### src/rtl/accum_alu_seq_if.sv
// ---------------------------------------------------------------------------
// accum_alu_seq_if
// Groups the operand/opcode/handshake bus of the accumulator ALU.
//   Data     : operand A (W bits)
//   Function : 3-bit opcode, sampled together with Go
//   Go       : execute request
//   ALUout   : registered 2W-bit result (low W bits are operand B)
//   Busy     : multiply in progress
//   Done     : one-cycle completion pulse
//   Overflow : sticky carry-out flag from ACC
// The master modport is the requester; the slave modport is the ALU.
// ---------------------------------------------------------------------------
interface accum_alu_seq_if #(
    parameter int W = 4
);
    logic [W-1:0]   Data;
    logic [2:0]     Function;
    logic           Go;
    logic [2*W-1:0] ALUout;
    logic           Busy;
    logic           Done;
    logic           Overflow;

    modport master (
        output Data,
        output Function,
        output Go,
        input  ALUout,
        input  Busy,
        input  Done,
        input  Overflow
    );

    modport slave (
        input  Data,
        input  Function,
        input  Go,
        output ALUout,
        output Busy,
        output Done,
        output Overflow
    );
endinterface

### src/rtl/accum_alu_seq.sv
// ---------------------------------------------------------------------------
// accum_alu_seq
// Parametrised accumulator ALU. The low W bits of the registered result
// feed back as operand B; operand A comes from the bus Data field.
// Eight opcodes; MUL is an iterative shift-add taking W cycles with a
// Busy/Done handshake. Overflow is a sticky carry-out flag set by ACC.
// Ports:
//   Clock   : rising-edge clock
//   Reset_b : asynchronous active-low reset
//   bus     : accum_alu_seq_if slave (Data, Function, Go, ALUout, Busy,
//             Done, Overflow); the interface W must match this module's W
// ---------------------------------------------------------------------------
module accum_alu_seq #(
    parameter int W = 4
) (
    input  logic          Clock,
    input  logic          Reset_b,
    accum_alu_seq_if.slave bus
);
    localparam int CW = $clog2(W + 1);

    typedef enum logic {
        IDLE,
        MUL
    } state_t;

    state_t          r_state, w_stateNext;
    logic [2*W-1:0]  r_aluOut, w_aluOutNext;
    logic [2*W-1:0]  r_mcand, w_mcandNext;
    logic [2*W-1:0]  r_mulAcc, w_mulAccNext;
    logic [W-1:0]    r_mplier, w_mplierNext;
    logic [CW-1:0]   r_count, w_countNext;
    logic            r_busy, w_busyNext;
    logic            r_done, w_doneNext;
    logic            r_overflow, w_overflowNext;

    logic [2*W-1:0]  w_aExt;
    logic [2*W-1:0]  w_bExt;
    logic [2*W:0]    w_accSum;
    logic [2*W-1:0]  w_partial;

    // Zero-extended operands; ACC keeps one extra bit to catch the carry.
    // w_partial is the multiply accumulator after the current iteration,
    // adding the shifted multiplicand only when the multiplier LSB is set.
    assign w_aExt    = {{W{1'b0}}, bus.Data};
    assign w_bExt    = {{W{1'b0}}, r_aluOut[W-1:0]};
    assign w_accSum  = {1'b0, r_aluOut} + {1'b0, w_aExt};
    assign w_partial = r_mulAcc + (r_mplier[0] ? r_mcand : '0);

    // Next-state and next-output logic. Everything holds by default and
    // Done drops unless an operation completes on this edge. In MUL the
    // bus inputs are not looked at, so requests made mid-multiply vanish.
    always_comb begin
        w_stateNext    = r_state;
        w_aluOutNext   = r_aluOut;
        w_mcandNext    = r_mcand;
        w_mulAccNext   = r_mulAcc;
        w_mplierNext   = r_mplier;
        w_countNext    = r_count;
        w_busyNext     = r_busy;
        w_doneNext     = 1'b0;
        w_overflowNext = r_overflow;

        case (r_state)
            IDLE: begin
                if (bus.Go) begin
                    w_doneNext = 1'b1;
                    case (bus.Function)
                        3'd0: w_aluOutNext = w_aExt + w_bExt;
                        3'd1: begin
                            w_stateNext  = MUL;
                            w_busyNext   = 1'b1;
                            w_doneNext   = 1'b0;
                            w_mcandNext  = w_aExt;
                            w_mplierNext = r_aluOut[W-1:0];
                            w_mulAccNext = '0;
                            w_countNext  = '0;
                        end
                        3'd2: w_aluOutNext = w_bExt << bus.Data;
                        3'd3: w_aluOutNext = r_aluOut;
                        3'd4: w_aluOutNext = w_bExt - w_aExt;
                        3'd5: w_aluOutNext = w_bExt >> bus.Data;
                        3'd6: begin
                            w_aluOutNext = w_accSum[2*W-1:0];
                            if (w_accSum[2*W]) begin
                                w_overflowNext = 1'b1;
                            end
                        end
                        default: begin
                            w_aluOutNext   = '0;
                            w_overflowNext = 1'b0;
                        end
                    endcase
                end
            end
            MUL: begin
                w_mulAccNext = w_partial;
                w_mcandNext  = r_mcand << 1;
                w_mplierNext = r_mplier >> 1;
                w_countNext  = r_count + 1'b1;
                if (r_count == CW'(W - 1)) begin
                    w_aluOutNext = w_partial;
                    w_busyNext   = 1'b0;
                    w_doneNext   = 1'b1;
                    w_stateNext  = IDLE;
                end
            end
            default: w_stateNext = IDLE;
        endcase
    end

    // State and datapath registers. Reset aborts any multiply in flight
    // and leaves no trace of a partial product.
    always_ff @(posedge Clock or negedge Reset_b) begin
        if (!Reset_b) begin
            r_state    <= IDLE;
            r_aluOut   <= '0;
            r_mcand    <= '0;
            r_mulAcc   <= '0;
            r_mplier   <= '0;
            r_count    <= '0;
            r_busy     <= 1'b0;
            r_done     <= 1'b0;
            r_overflow <= 1'b0;
        end else begin
            r_state    <= w_stateNext;
            r_aluOut   <= w_aluOutNext;
            r_mcand    <= w_mcandNext;
            r_mulAcc   <= w_mulAccNext;
            r_mplier   <= w_mplierNext;
            r_count    <= w_countNext;
            r_busy     <= w_busyNext;
            r_done     <= w_doneNext;
            r_overflow <= w_overflowNext;
        end
    end

    assign bus.ALUout   = r_aluOut;
    assign bus.Busy     = r_busy;
    assign bus.Done     = r_done;
    assign bus.Overflow = r_overflow;
endmodule

### src/flat_wrapper.sv
// flat-port wrapper written by rule: the top's interface ports become plain ports
module accum_alu_seq_flat 
#(
    parameter int W = 4
)
  (Clock, Reset_b, bus_Data, bus_Function, bus_Go, bus_ALUout, bus_Busy, bus_Done, bus_Overflow);
  accum_alu_seq_if #(.W(W)) bus_i ();
  input  logic Clock;
  input  logic Reset_b;
  input wire logic [$bits(bus_i.Data)-1:0] bus_Data;
  input wire logic [$bits(bus_i.Function)-1:0] bus_Function;
  input wire logic [$bits(bus_i.Go)-1:0] bus_Go;
  output wire logic [$bits(bus_i.ALUout)-1:0] bus_ALUout;
  output wire logic [$bits(bus_i.Busy)-1:0] bus_Busy;
  output wire logic [$bits(bus_i.Done)-1:0] bus_Done;
  output wire logic [$bits(bus_i.Overflow)-1:0] bus_Overflow;
  assign bus_i.Data = bus_Data;
  assign bus_i.Function = bus_Function;
  assign bus_i.Go = bus_Go;
  assign bus_ALUout = bus_i.ALUout;
  assign bus_Busy = bus_i.Busy;
  assign bus_Done = bus_i.Done;
  assign bus_Overflow = bus_i.Overflow;
  accum_alu_seq #(.W(W)) u_core (.Clock(Clock), .Reset_b(Reset_b), .bus(bus_i));
endmodule
### config.mk
export PLATFORM = sky130hd
export DESIGN_NAME = accum_alu_seq_flat
export DESIGN_NICKNAME = d
export VERILOG_FILES = /design/src/rtl/accum_alu_seq_if.sv /design/src/rtl/accum_alu_seq.sv /design/src/flat_wrapper.sv
export SDC_FILE = /design/constraint.sdc
export NUM_CORES = 1
export LEC_CHECK = 0
export CORE_MARGIN = 2
export CORE_UTILIZATION = 53
export DETAILED_ROUTE_END_ITERATION = 8
export PLACE_DENSITY = 0.76
export SLEW_MARGIN = 40
export SYNTH_ARGS = -nofsm -noshare
export SYNTH_HDL_FRONTEND = slang
export SYNTH_SLANG_ARGS = --single-unit
export TNS_END_PERCENT = 50
### constraint.sdc
create_clock -name Clock -period 2 [get_ports Clock]
set_input_delay 0.3 -clock Clock [delete_from_list [all_inputs] [get_ports Clock]]
set_output_delay 0.3 -clock Clock [all_outputs]
set_load 0.1 [all_outputs]
==> qor.txt <==
post-place setup slack - -0.473 ns
Min Clock Period, post-route - 2.29 ns
sequential fraction of the synthesis area - 32.7%
vias per cell - 5.86
failing checks - setup timing
Worst setup EP type - register
final hold violations - 0
final setup fails - 9
async set-reset flop share out of synthesis - 100%
Clock Skew - 0.00668 ns
Inserted Diodes - 0
Lkg Pwr - 1.72 nW
Total GRT Usage - 26.6%
first-pass GRT wire length - 11,300 microns
largest net degree at the start of global routing - 36
site row count - 25
Die Area - 5630 sq um
peak supply drop - 0.000644 V
vias - 2,613
routed len/inst - 16.3 microns
WS Path Type - reg -> reg
ANT nets after route - 0
EDFF count, synth - 0
Die Y - 75.1 microns
H-Tree Depth - 2
startpoint types - register
Primary FF master, synth - dfrtp_1
TritonCTS Buffers - 5
# hold bufs at CTS - 0
Crit path required time - 2.19 ns
syn avg cell area - 8.92 sq um
min-delay worst type - in -> async
initial antenna violation count - 0
Worst slew margin - 72.5%
Die X - 75.1 microns
IO Count - 21
dominant cell type by area after synthesis - dfrtp_1
Core ar. - 4790 sq um
arrival time worst endpoint - 2.47 ns
largest cells by area after synthesis - dfrtp_1 33%, ha_1 8.4%, nand2_1 5.8%
DP Area - 3380 sq um
setup ws final - -0.285 ns
share of cells above drive strength 1 - 34.3%
Final HPWL DP - 5200 microns
Final Util - 76.7%
Synth top area share - 32.7%
DRC - 0
Max-Cap Viols - 0
final wirelength - 7250 microns
Clk pin slew, worst setup/hold paths - 0.08 ns
placer congestion estimate - 0.911
final period utilization - 114%
flops & latches, synth - 35
CTS tree - yes
Power Dens Cells - 1260 nW/um^2
synth-to-layout area growth - 37.2%
Worst-Margin Slew - 0.412 ns
CP Max Fanout - 5
Initial DRC Count - 215
Max Buffers Root-to-Sink - 2
Final nets - 409
vias in the first global route - 2,477
Slew Viols, Final - 0
total gr overflow - 0
CTS Root Buffer Type - clkbuf_8
clk_lat worst skew - 0.29 ns
Synth Net Count - 331
drt first pass iters - 4
Mapped Cells - 300
number of distinct library cells after synthesis - 59
status - complete, but fails checks
Fmax - 438 MHz
Syn. warnings - 0
fin area - 3670 sq um
effective utilization at floorplan - 55.9%
Port Buffers - 20
CTS sink cnt - 35
RSZ-0062 raised after global routing - yes
Mapped Area - 2680 sq um
Setup TNS - -1.41 ns
## path summary, 6_finish.rpt
| kind | slack [ns] | to | from | cells past startpoint |
|---|---|---|---|---|
| setup / recovery | -0.29 | u_core.bus.ALUout[6]$_DFFE_PN0P_ | u_core.r_mplier[0]$_DFFE_PN0P_ | 9 |
| hold / removal | 0.37 | u_core.bus.Overflow$_DFFE_PN0P_ | Reset_b | 2 |
| setup reg to reg | -0.29 | u_core.bus.ALUout[6]$_DFFE_PN0P_ | u_core.r_mplier[0]$_DFFE_PN0P_ | 9 |
| hold reg to reg | 0.49 | u_core.r_mplier[1]$_DFFE_PN0P_ | u_core.r_mplier[2]$_DFFE_PN0P_ | 2 |
| max in group asynchronous | 1.41 | u_core.bus.ALUout[1]$_DFFE_PN0P_ | Reset_b | 2 |
| min in group Clock | 0.49 | u_core.r_mplier[1]$_DFFE_PN0P_ | u_core.r_mplier[2]$_DFFE_PN0P_ | 2 |
## report_power, final
part	switching [mW]	total (mW)	internal, mW
registers	0.262	1.26	0.995
logic	1.66	2.83	1.17
clock network	0.269	0.551	0.282
## layout by cell type, fill, tap and decap left out, types with 8 or more instances in the layout
master / netlist / routed
ha_1: 18 / 9
nand2_1: 41 / 41
clkdlybuf4s50_1: 0 / 8
dfrtp_1: 35 / 30
mux2i_1: 8 / 8
o21ai_0: 24 / 22
inv_1: 14 / 12
a21oi_1: 18 / 16
nor2_1: 17 / 15
buf_4: 3 / 70
## synthesized netlist by cell type, drive strengths merged, types with 6 or more instances
| cell | n |
|---|---|
| nand2 | 41 |
| a22o | 6 |
| and2 | 10 |
| clkbuf | 6 |
| a22oi | 6 |
| ha | 18 |
| buf | 9 |
| nor2 | 17 |
| xnor2 | 6 |
| a21oi | 20 |
| o21ai | 26 |
| inv | 14 |
| dfrtp | 35 |
| a21o | 7 |
| mux2i | 8 |
## stage by stage
stage / power [mW] / instances / hold slack (ns)
after floorplan: 3.00 / 300 / 0.00441
after global placement: 3.80 / 432 / 0.462
after detailed placement: 3.87 / 432 / 0.471
after CTS: 4.50 / 442 / 0.380
after global routing: 4.93 / 446 / 0.388
final: 4.63 / 446 / 0.368
## final cells by class
cell class / count / area [sq um]
Tap cell: 67 / 83.8
Clock buffer: 7 / 86.3
Sequential cell: 35 / 890
Multi-Input combinational cell: 236 / 1830
Fill cell: 323 / 1110
Inverter: 14 / 55.1
Timing Repair Buffer: 86 / 719
Clock inverter: 1 / 8.76
## routing by layer
metal | GRT usage (%) | wire [microns] | vias up
met2 | 45.7 | 3670 | 74
met5 | 0 | 0 | -
li1 | - | - | 1236
met1 | 33.4 | 3090 | 1287
met4 | 9.13 | 153 | 0
met3 | 5.09 | 338 | 16
## flip-flops by register name, summed over array words and instances, names as in the netlist
| register | cells |
|---|---|
| u_core.bus.Busy | 1 |
| u_core.r_state | 1 |
| u_core.bus.ALUout | 8 |
| u_core.r_mcand | 8 |
| u_core.r_count | 3 |
| u_core.bus.Done | 1 |
| u_core.bus.Overflow | 1 |
| u_core.r_mulAcc | 8 |
| u_core.r_mplier | 4 |
## kinds of logic (layout without fill, tap and decap cells)
group / Yosys count / after routing / synth area share, %
AO/OA/AOI/OAI: 99 / 99 / 26.0
XOR/XNOR: 11 / 11 / 3.60
adder cells (fa/ha/maj): 21 / 21 / 10.7
buffers and inverters: 29 / 108 / 5.28
flip-flops: 35 / 35 / 32.7
multiplexers: 9 / 9 / 3.83
AND/OR/NAND/NOR: 96 / 96 / 17.9
## worst max-delay path: stages (launching register included)
cell and delay (ns):
dfrtp_2 0.44, and2_4 0.18, ha_4 0.16, fa_2 0.37, a211oi_4 0.25, nor2_2 0.09
o31ai_2 0.26, xnor2_1 0.10, and2_4 0.16, o22a_1 0.17
## what timing repair did
item	CTS	global route
pin swaps	6	13
setup endpoints to repair	10	12
resized for setup	12	20
setup buffers	2	5
Note: power is estimated with default switching activity, not from simulation.
